**src/rtl/riscv_pkg.sv**
```systemverilog
// Shared fetch-side types: data width, fetch FSM states and the queued {pc,inst} entry.
package riscv_pkg;
  localparam int XLEN = 32;

  typedef enum logic [1:0] {
    IDLE = 2'd0,
    REQ  = 2'd1,
    WAIT = 2'd2
  } fetch_state_e;

  typedef struct packed {
    logic [XLEN-1:0] pc;
    logic [XLEN-1:0] inst;
  } fetch_entry_t;
endpackage

```
**src/rtl/inst_fifo.sv**
```systemverilog
// Small power-of-two instruction queue; flush empties it and overrides push/pop.
module inst_fifo #(
  parameter int DEPTH = 2,
  parameter int WIDTH = 64
) (
  input  logic                     clk,
  input  logic                     rst,
  input  logic                     flush,
  input  logic                     push,
  input  logic [WIDTH-1:0]         push_data,
  input  logic                     pop,
  output logic [WIDTH-1:0]         head_data,
  output logic [$clog2(DEPTH):0]   count
);
  localparam int PW = $clog2(DEPTH);
  localparam int CW = PW + 1;

  logic [DEPTH-1:0][WIDTH-1:0] mem;
  logic [PW-1:0]               wr_ptr, rd_ptr;
  logic                        do_pop;

  assign do_pop = pop && (count != '0);

  // Pointers wrap naturally because DEPTH is a power of two.
  always_ff @(posedge clk) begin
    if (rst || flush) begin
      wr_ptr <= '0;
      rd_ptr <= '0;
      count  <= '0;
    end else begin
      if (push)   wr_ptr <= wr_ptr + 1'b1;
      if (do_pop) rd_ptr <= rd_ptr + 1'b1;
      count <= count + CW'(push) - CW'(do_pop);
    end
  end

  always_ff @(posedge clk) begin
    if (!rst && !flush && push) mem[wr_ptr] <= push_data;
  end

  // Empty queue presents zeros so stale storage never leaks to the decoder.
  assign head_data = (count != '0) ? mem[rd_ptr] : '0;
endmodule

```
**src/rtl/ifetch_buffer.sv**
```systemverilog
// Instruction fetch: one outstanding memory read at a time, results queued for decode.
module ifetch_buffer
  import riscv_pkg::*;
#(
  parameter int DEPTH = 2
) (
  input  logic            clk,
  input  logic            rst,
  input  logic [XLEN-1:0] pc_in_data,
  output logic            pc_stall,
  input  logic            redirect,
  output logic            mem_req_valid,
  output logic [XLEN-1:0] mem_req_addr,
  input  logic            mem_req_ready,
  input  logic            mem_rsp_valid,
  input  logic [XLEN-1:0] mem_rsp_data,
  output logic            inst_valid,
  output logic [XLEN-1:0] inst_data,
  output logic [XLEN-1:0] inst_pc,
  input  logic            inst_ready
);
  localparam int CW = $clog2(DEPTH) + 1;

  fetch_state_e    state, state_n;
  logic            discard, discard_n;
  logic [XLEN-1:0] addr_q, addr_n;
  logic [CW-1:0]   count;
  logic [CW:0]     occ;
  logic            free;
  logic            push;
  fetch_entry_t    push_entry, head_entry;

  // An in-flight fetch already owns a slot, so it counts against occupancy.
  assign occ  = {1'b0, count} + {{CW{1'b0}}, (state != IDLE)};
  assign free = occ < (CW+1)'(DEPTH);

  always_comb begin
    state_n       = state;
    discard_n     = discard;
    addr_n        = addr_q;
    pc_stall      = 1'b1;
    mem_req_valid = 1'b0;
    push          = 1'b0;
    case (state)
      IDLE: begin
        if (free && !redirect) begin
          addr_n   = pc_in_data;
          pc_stall = 1'b0;
          state_n  = REQ;
        end
      end
      REQ: begin
        mem_req_valid = 1'b1;
        if (redirect)      discard_n = 1'b1;
        if (mem_req_ready) state_n   = WAIT;
      end
      WAIT: begin
        if (mem_rsp_valid) begin
          push      = !discard && !redirect;
          discard_n = 1'b0;
          state_n   = IDLE;
        end else if (redirect) begin
          discard_n = 1'b1;
        end
      end
      default: state_n = IDLE;
    endcase
    if (rst) pc_stall = 1'b1;
  end

  always_ff @(posedge clk) begin
    if (rst) begin
      state   <= IDLE;
      discard <= 1'b0;
      addr_q  <= '0;
    end else begin
      state   <= state_n;
      discard <= discard_n;
      addr_q  <= addr_n;
    end
  end

  assign mem_req_addr = addr_q;
  assign push_entry   = '{pc: addr_q, inst: mem_rsp_data};

  inst_fifo #(
    .DEPTH (DEPTH),
    .WIDTH (2*XLEN)
  ) u_fifo (
    .clk       (clk),
    .rst       (rst),
    .flush     (redirect),
    .push      (push),
    .push_data (push_entry),
    .pop       (inst_valid && inst_ready),
    .head_data (head_entry),
    .count     (count)
  );

  assign inst_valid = (count != '0);
  assign inst_data  = head_entry.inst;
  assign inst_pc    = head_entry.pc;
endmodule

```
**config.mk**
```make
export PLATFORM = sky130hd
export DESIGN_NAME = ifetch_buffer
export DESIGN_NICKNAME = d
export VERILOG_FILES = /design/src/rtl/riscv_pkg.sv /design/src/rtl/inst_fifo.sv /design/src/rtl/ifetch_buffer.sv
export SDC_FILE = /design/constraint.sdc
export NUM_CORES = 1
export LEC_CHECK = 0
export CAP_MARGIN = 30
export CORE_MARGIN = 8
export CORE_UTILIZATION = 40
export CTS_CLUSTER_DIAMETER = 60
export DETAILED_ROUTE_END_ITERATION = 6
export GPL_TIMING_DRIVEN = 0
export PLACE_DENSITY = 0.7
export SETUP_SLACK_MARGIN = 0.15
export SKIP_LAST_GASP = 1
export SLEW_MARGIN = 20
export SYNTH_ARGS = -nofsm -noshare
export SYNTH_HDL_FRONTEND = slang
export SYNTH_SLANG_ARGS = --single-unit
```
**constraint.sdc**
```tcl
create_clock -name clk -period 6.6 [get_ports clk]
set_input_delay 1.32 -clock clk [delete_from_list [all_inputs] [get_ports clk]]
set_output_delay 1.32 -clock clk [all_outputs]
set_load 0.03 [all_outputs]
```
== Word level (Yosys, flattened, before mapping) ==
Cells that the tools add are included.

* Add/subtract/negate cells: 5
* Magnitude comparators: 4
* Eq/ne operators: 5
* Multiplexer cells: 19
* Reductions and logical operators: 17

{| class="wikitable"
|+ Operator list
! kind !! count
|-
| $mux 64 || 4
|-
| $bwmux 128 || 1
|-
| $demux 64 s1 || 1
|-
| $mux 1 || 8
|-
| $logic_and 1x1->1 || 7
|-
| $mux 2 || 3
|-
| $ne 2x2->1 const B || 3
|-
| $pmux 2 s3 || 1
|-
| $reduce_bool 2->1 || 3
|-
| $lt 1x2->1 const B || 2
|-
| $add 2x1->3 || 1
|-
| $logic_not 1->1 || 3
|-
| $lt 3x2->1 const B || 1
|-
| $reduce_and 3->1 || 1
|-
| $add 1x1->1 const B || 2
|-
| $add 2x1->2 || 1
|-
| $eq 2x1->1 const B || 1
|-
| $eq 2x2->1 const B || 1
|-
| $logic_not 2->1 || 1
|-
| $pmux 1 s2 || 1
|-
| $reduce_and 2->1 || 1
|-
| $sub 2x1->2 || 1
|-
| $ge 1x1->1 const B || 1
|-
| $logic_or 1x1->1 || 1
|}

* Register bits: 167
* Input bits: 70
* Output and inout port bits: 99

== Logic depth before layout (Yosys ltp) ==
* Word-level depth: 7
* Gate-level depth with buffers: 8

== By module ==
A second synthesis with hierarchy kept.

* Cells, all modules: 457
* Area total of the unflattened synthesis: 6,502.5 sq um

{| class="wikitable"
|+ Modules (own cells, without submodules)
! module !! times used !! cells an instance !! area an instance (sq um) !! sequential area each (sq um)
|-
| inst_fifo || 1 || 291 || 5,094.9 || 3,923.8
|-
| ifetch_buffer || 1 || 166 || 1,407.6 || 700.7
|}

== Worst setup path after synthesis ==
OpenSTA, ideal clock, no wires.

* Path type: input -> register
* Start point: input port rst
* End point: register u_fifo.mem[100] (netlist bit), enable pin
* Setup time: 578 ps
* Data arrival time: 6,384 ps
* Data required time: 6,022 ps
* Slack: -363 ps
* Stages: 3
* Path buffers: 2
* Cell sequence: clkbuf_1 > clkbuf_1 > nor3b_1

* Longest elaborated chain between the ends: 3

{| class="wikitable"
|+ RTL lines
! what !! RTL line !! RTL
|-
| from (decl) || ifetch_buffer.sv:8 || <nowiki>input logic rst,</nowiki>
|-
| $logic_not 1->1 || inst_fifo.sv:38 || <nowiki>if (!rst && !flush && push) mem[wr_ptr] <= push_data;</nowiki>
|-
| $logic_and 1x1->1 (2 in a row) || inst_fifo.sv:38 ||
|-
| to (signal, indexed assignment) || inst_fifo.sv:38 ||
|-
| to (decl) || inst_fifo.sv:18 || <nowiki>logic [DEPTH-1:0][WIDTH-1:0] mem;</nowiki>
|}

No other way between the ends.
A chain may end at the register's enable or synchronous reset.

== Worst setup path in the final report ==
* Start point: input port redirect
* End point: output port pc_stall

* Longest elaborated chain between the ends: 5

{| class="wikitable"
|+ RTL lines
! what !! RTL line !! RTL
|-
| from (decl) || ifetch_buffer.sv:11 || <nowiki>input logic redirect,</nowiki>
|-
| $logic_not 1->1 || ifetch_buffer.sv:46 || <nowiki>if (free && !redirect) begin</nowiki>
|-
| $logic_and 1x1->1 || ifetch_buffer.sv:46 ||
|-
| $mux 1 || ifetch_buffer.sv:46 ||
|-
| $mux 1 || ifetch_buffer.sv:44 || <nowiki>case (state)</nowiki>
|-
| $mux 1 || ifetch_buffer.sv:68 || <nowiki>if (rst) pc_stall = 1'b1;</nowiki>
|-
| to (decl) || ifetch_buffer.sv:10 || <nowiki>output logic pc_stall,</nowiki>
|}

No other way between the ends.

==> results.md <==
* Worst path required time at 5.28 ns
* Hold path cells at 0
* I/O pin total at 169
* Power per Cell Area at 264.0 mW/mm2
* Tmin final at 3.987 ns
* Vias in the first global route at 4356
* Setup violators final at 0
* Gr ovfl total at 0
* Layout area overhead at 42.24%
* GPL Wtd Cong at 0.7656
* Seq/Total Area, Yosys at 71.91%
* H-tree levels at 4
* ANT nets after route at 0
* Slew Limit Fails at 0
* Wire per inst at 16.71 um
* Syn Nets at 536
* Share of cells above drive strength 1 at 11.98%
* Area of the multi-input gates at 0.001638 mm2
* First-pass GRT wire length at 22630 um
* CP Max Fanout at 9
* Yosys reg bits at 167
* Via density at 4.680
* RSZ-0062 raised after global routing: no
* CP Launch Type: input pin
* Max-Cap Viols at 0
* Die H at 142.8 um
* Status: finished clean
* Setup Skew at 0.01493 ns
* Part of the cycle the worst path needs at 60.40%
* Number of cells produced by synthesis at 460
* Rel. slew slack at 53.07%
* Global Route Usage Sum at 14.63%
* Clk_lat worst skew at 0.41 ns
* Final WL at 14770 um
* Worst vdd ir at 0.0001783 V
* Initial core utilization at 40.63%
* Clock buffer depth at 2
* Die ar. at 0.02039 mm2
* Mapped Avg Cell Area at 13.98 um2
* Core area at 0.01583 mm2
* Worst Max-Slew Pin Slew at 0.7039 ns
* Router iterations before antenna repair at 4
* IO Port Bufs at 166
* Critical Path Sink Type: primary output
* Largest net degree at the start of global routing at 17
* Post-Place Cells at 852
* Worst hold path class: register to register
* Core Rows at 46
* Top-area cell type share of the netlist area at 59.77%
* CTS tree: yes
* Ant diodes at 0
* Non-filler cells in the finished layout at 884
* # DRC at 0
* Post-synthesis cell area at 0.006431 mm2
* Yosys synthesis warning count at 0
* # fillers at 1269
* Synth area leader: edfxtp_1
* Worst Path Arrival at 2.67 ns
* Worst R2R Path Depth at 6
* Clock slew at reported path FFs at 0.06 ns
* Hold Buf Count CTS at 0
* TNS Setup at 0 ns
* Area contributors post-synth: edfxtp_1 60%, dfxtp_1 12%, mux2i_1 10%
* Vias at 4137
* Initial antenna violation count at 1
* Leakage at 0.003061 uW
* Register area at 0.004624 mm2
* CTS sink count at 167
* Num CTS Buffers at 17
* Layout net count at 731
* Fmax achieved at 250.8 MHz
* Worst Setup Path Type: input pin to primary output
* Unique masters post-synth at 27
* Root Buffer: clkbuf_16
* DRT iter0 DRCs at 135
* Post-CTS Setup Inserts at 0
* Final Hold Viols at 0
* Horiz. Die Dim at 142.8 um
* DP HPWL at 10720 um
* CTS resizes at 0
## worst max-delay path, cell delays in order
cell and delay, ns:
buf_6 0.12, nor3b_4 0.49, nand2b_1 0.11, clkdlybuf4s50_1 0.62
## metal layers
layer  track usage (%)  share of wire [%]
met5                 0              0.088
met2             23.80                 48
met3             5.075                7.2
met4             5.761               0.36
met1             17.46                 44
## cells by family (layout without fill, tap and decap cells)
kind of cell / count (synthesis) / count (layout) / synth area share, %
muxes: 65 / 65 / 10.12
DFF: 167 / 167 / 71.91
buffers and inverters: 35 / 243 / 2.976
AOI/OAI and AO/OA: 38 / 38 / 3.716
adders and majority gates: 6 / 6 / 1.167
and+or+nand+nor: 145 / 145 / 9.572
xor gates and xnor gates: 4 / 4 / 0.5448
## cell usage after synthesis (all sizes together)
library cell / number
edfxtp: 128
nor2: 67
mux2i: 65
nand2: 64
dfxtp: 39
a21oi: 33
buf: 21
inv: 8
clkbuf: 6
ha: 6
nand2b: 5
nor3: 4
nor3b: 3
a311oi: 2
xnor2: 2
xor2: 2
a31oi: 1
nand3: 1
o211ai: 1
o21ai: 1
or3b: 1
## power breakdown
part	total, uW	switching [uW]	internal [uW]	leakage (uW)
logic	224	119	106	0.00127
clock network	1010	378	635	0.000299
registers	1180	21.1	1160	0.00149
total	2420	518	1900	0.00306
## cells in the final DEF (no fill, tap or decap), types with 2 or more instances in the layout
| master | count |
|---|---|
| a21oi_1 | 23 |
| a21oi_2 | 10 |
| a311oi_1 | 2 |
| buf_2 | 15 |
| buf_6 | 5 |
| buf_8 | 10 |
| bufinv_16 | 2 |
| clkbuf_1 | 11 |
| clkbuf_16 | 19 |
| clkbuf_8 | 3 |
| clkdlybuf4s50_1 | 166 |
| dfxtp_1 | 39 |
| edfxtp_1 | 128 |
| ha_1 | 6 |
| inv_1 | 8 |
| inv_4 | 2 |
| mux2i_1 | 65 |
| nand2_1 | 54 |
| nand2_2 | 10 |
| nand2b_1 | 5 |
| nor2_1 | 67 |
| nor3_1 | 3 |
| nor3b_4 | 2 |
| xnor2_1 | 2 |
| xor2_1 | 2 |
## per-stage QoR
step	cell area (um2)	worst slack, ns	total power (uW)	util, %	hold WS [ns]
2_1_floorplan	6441	1.902	1314	-	0.4685
3_3_place_gp	8373	0.1005	1419	52.90	0.4645
3_5_place_dp	8532	2.594	1427	53.91	0.4669
4_1_cts	9148	2.578	2439	57.79	0.4849
5_1_grt	9148	2.559	2497	57.79	0.4971
6_report	9148	2.613	2415	57.79	0.4829
## layout make-up
class,count,share of cell area [%]
well taps,216,2.954
flip-flops and latches,167,50.55
plain buffers,27,1.764
multi-input cells,258,17.90
repair buffers,176,19.76
inverters,8,0.3283
clock buffers,27,5.854
clock inverters,5,0.8754
## registers in the layout (all words and copies together) (netlist names)
| register | flops |
|---|---|
| mem_req_addr | 32 |
| u_fifo.wr_ptr | 1 |
| discard | 1 |
| u_fifo.rd_ptr | 1 |
| u_fifo.count | 2 |
| u_fifo.mem | 128 |
| state | 2 |
## final timing paths
path | startpoint | to | slack [ns]
hold reg to reg | mem_req_addr[22]$_SDFFE_PP0P_ | u_fifo.mem[118]$_DFFE_PP_ | 0.48
setup reg to reg | state[0]$_SDFFE_PP0P_ | u_fifo.mem[92]$_DFFE_PP_ | 4.58
setup / recovery | redirect | pc_stall | 2.61
hold / removal | mem_req_addr[22]$_SDFFE_PP0P_ | u_fifo.mem[118]$_DFFE_PP_ | 0.48
No activity file was read; power rests on OpenSTA's default activity.
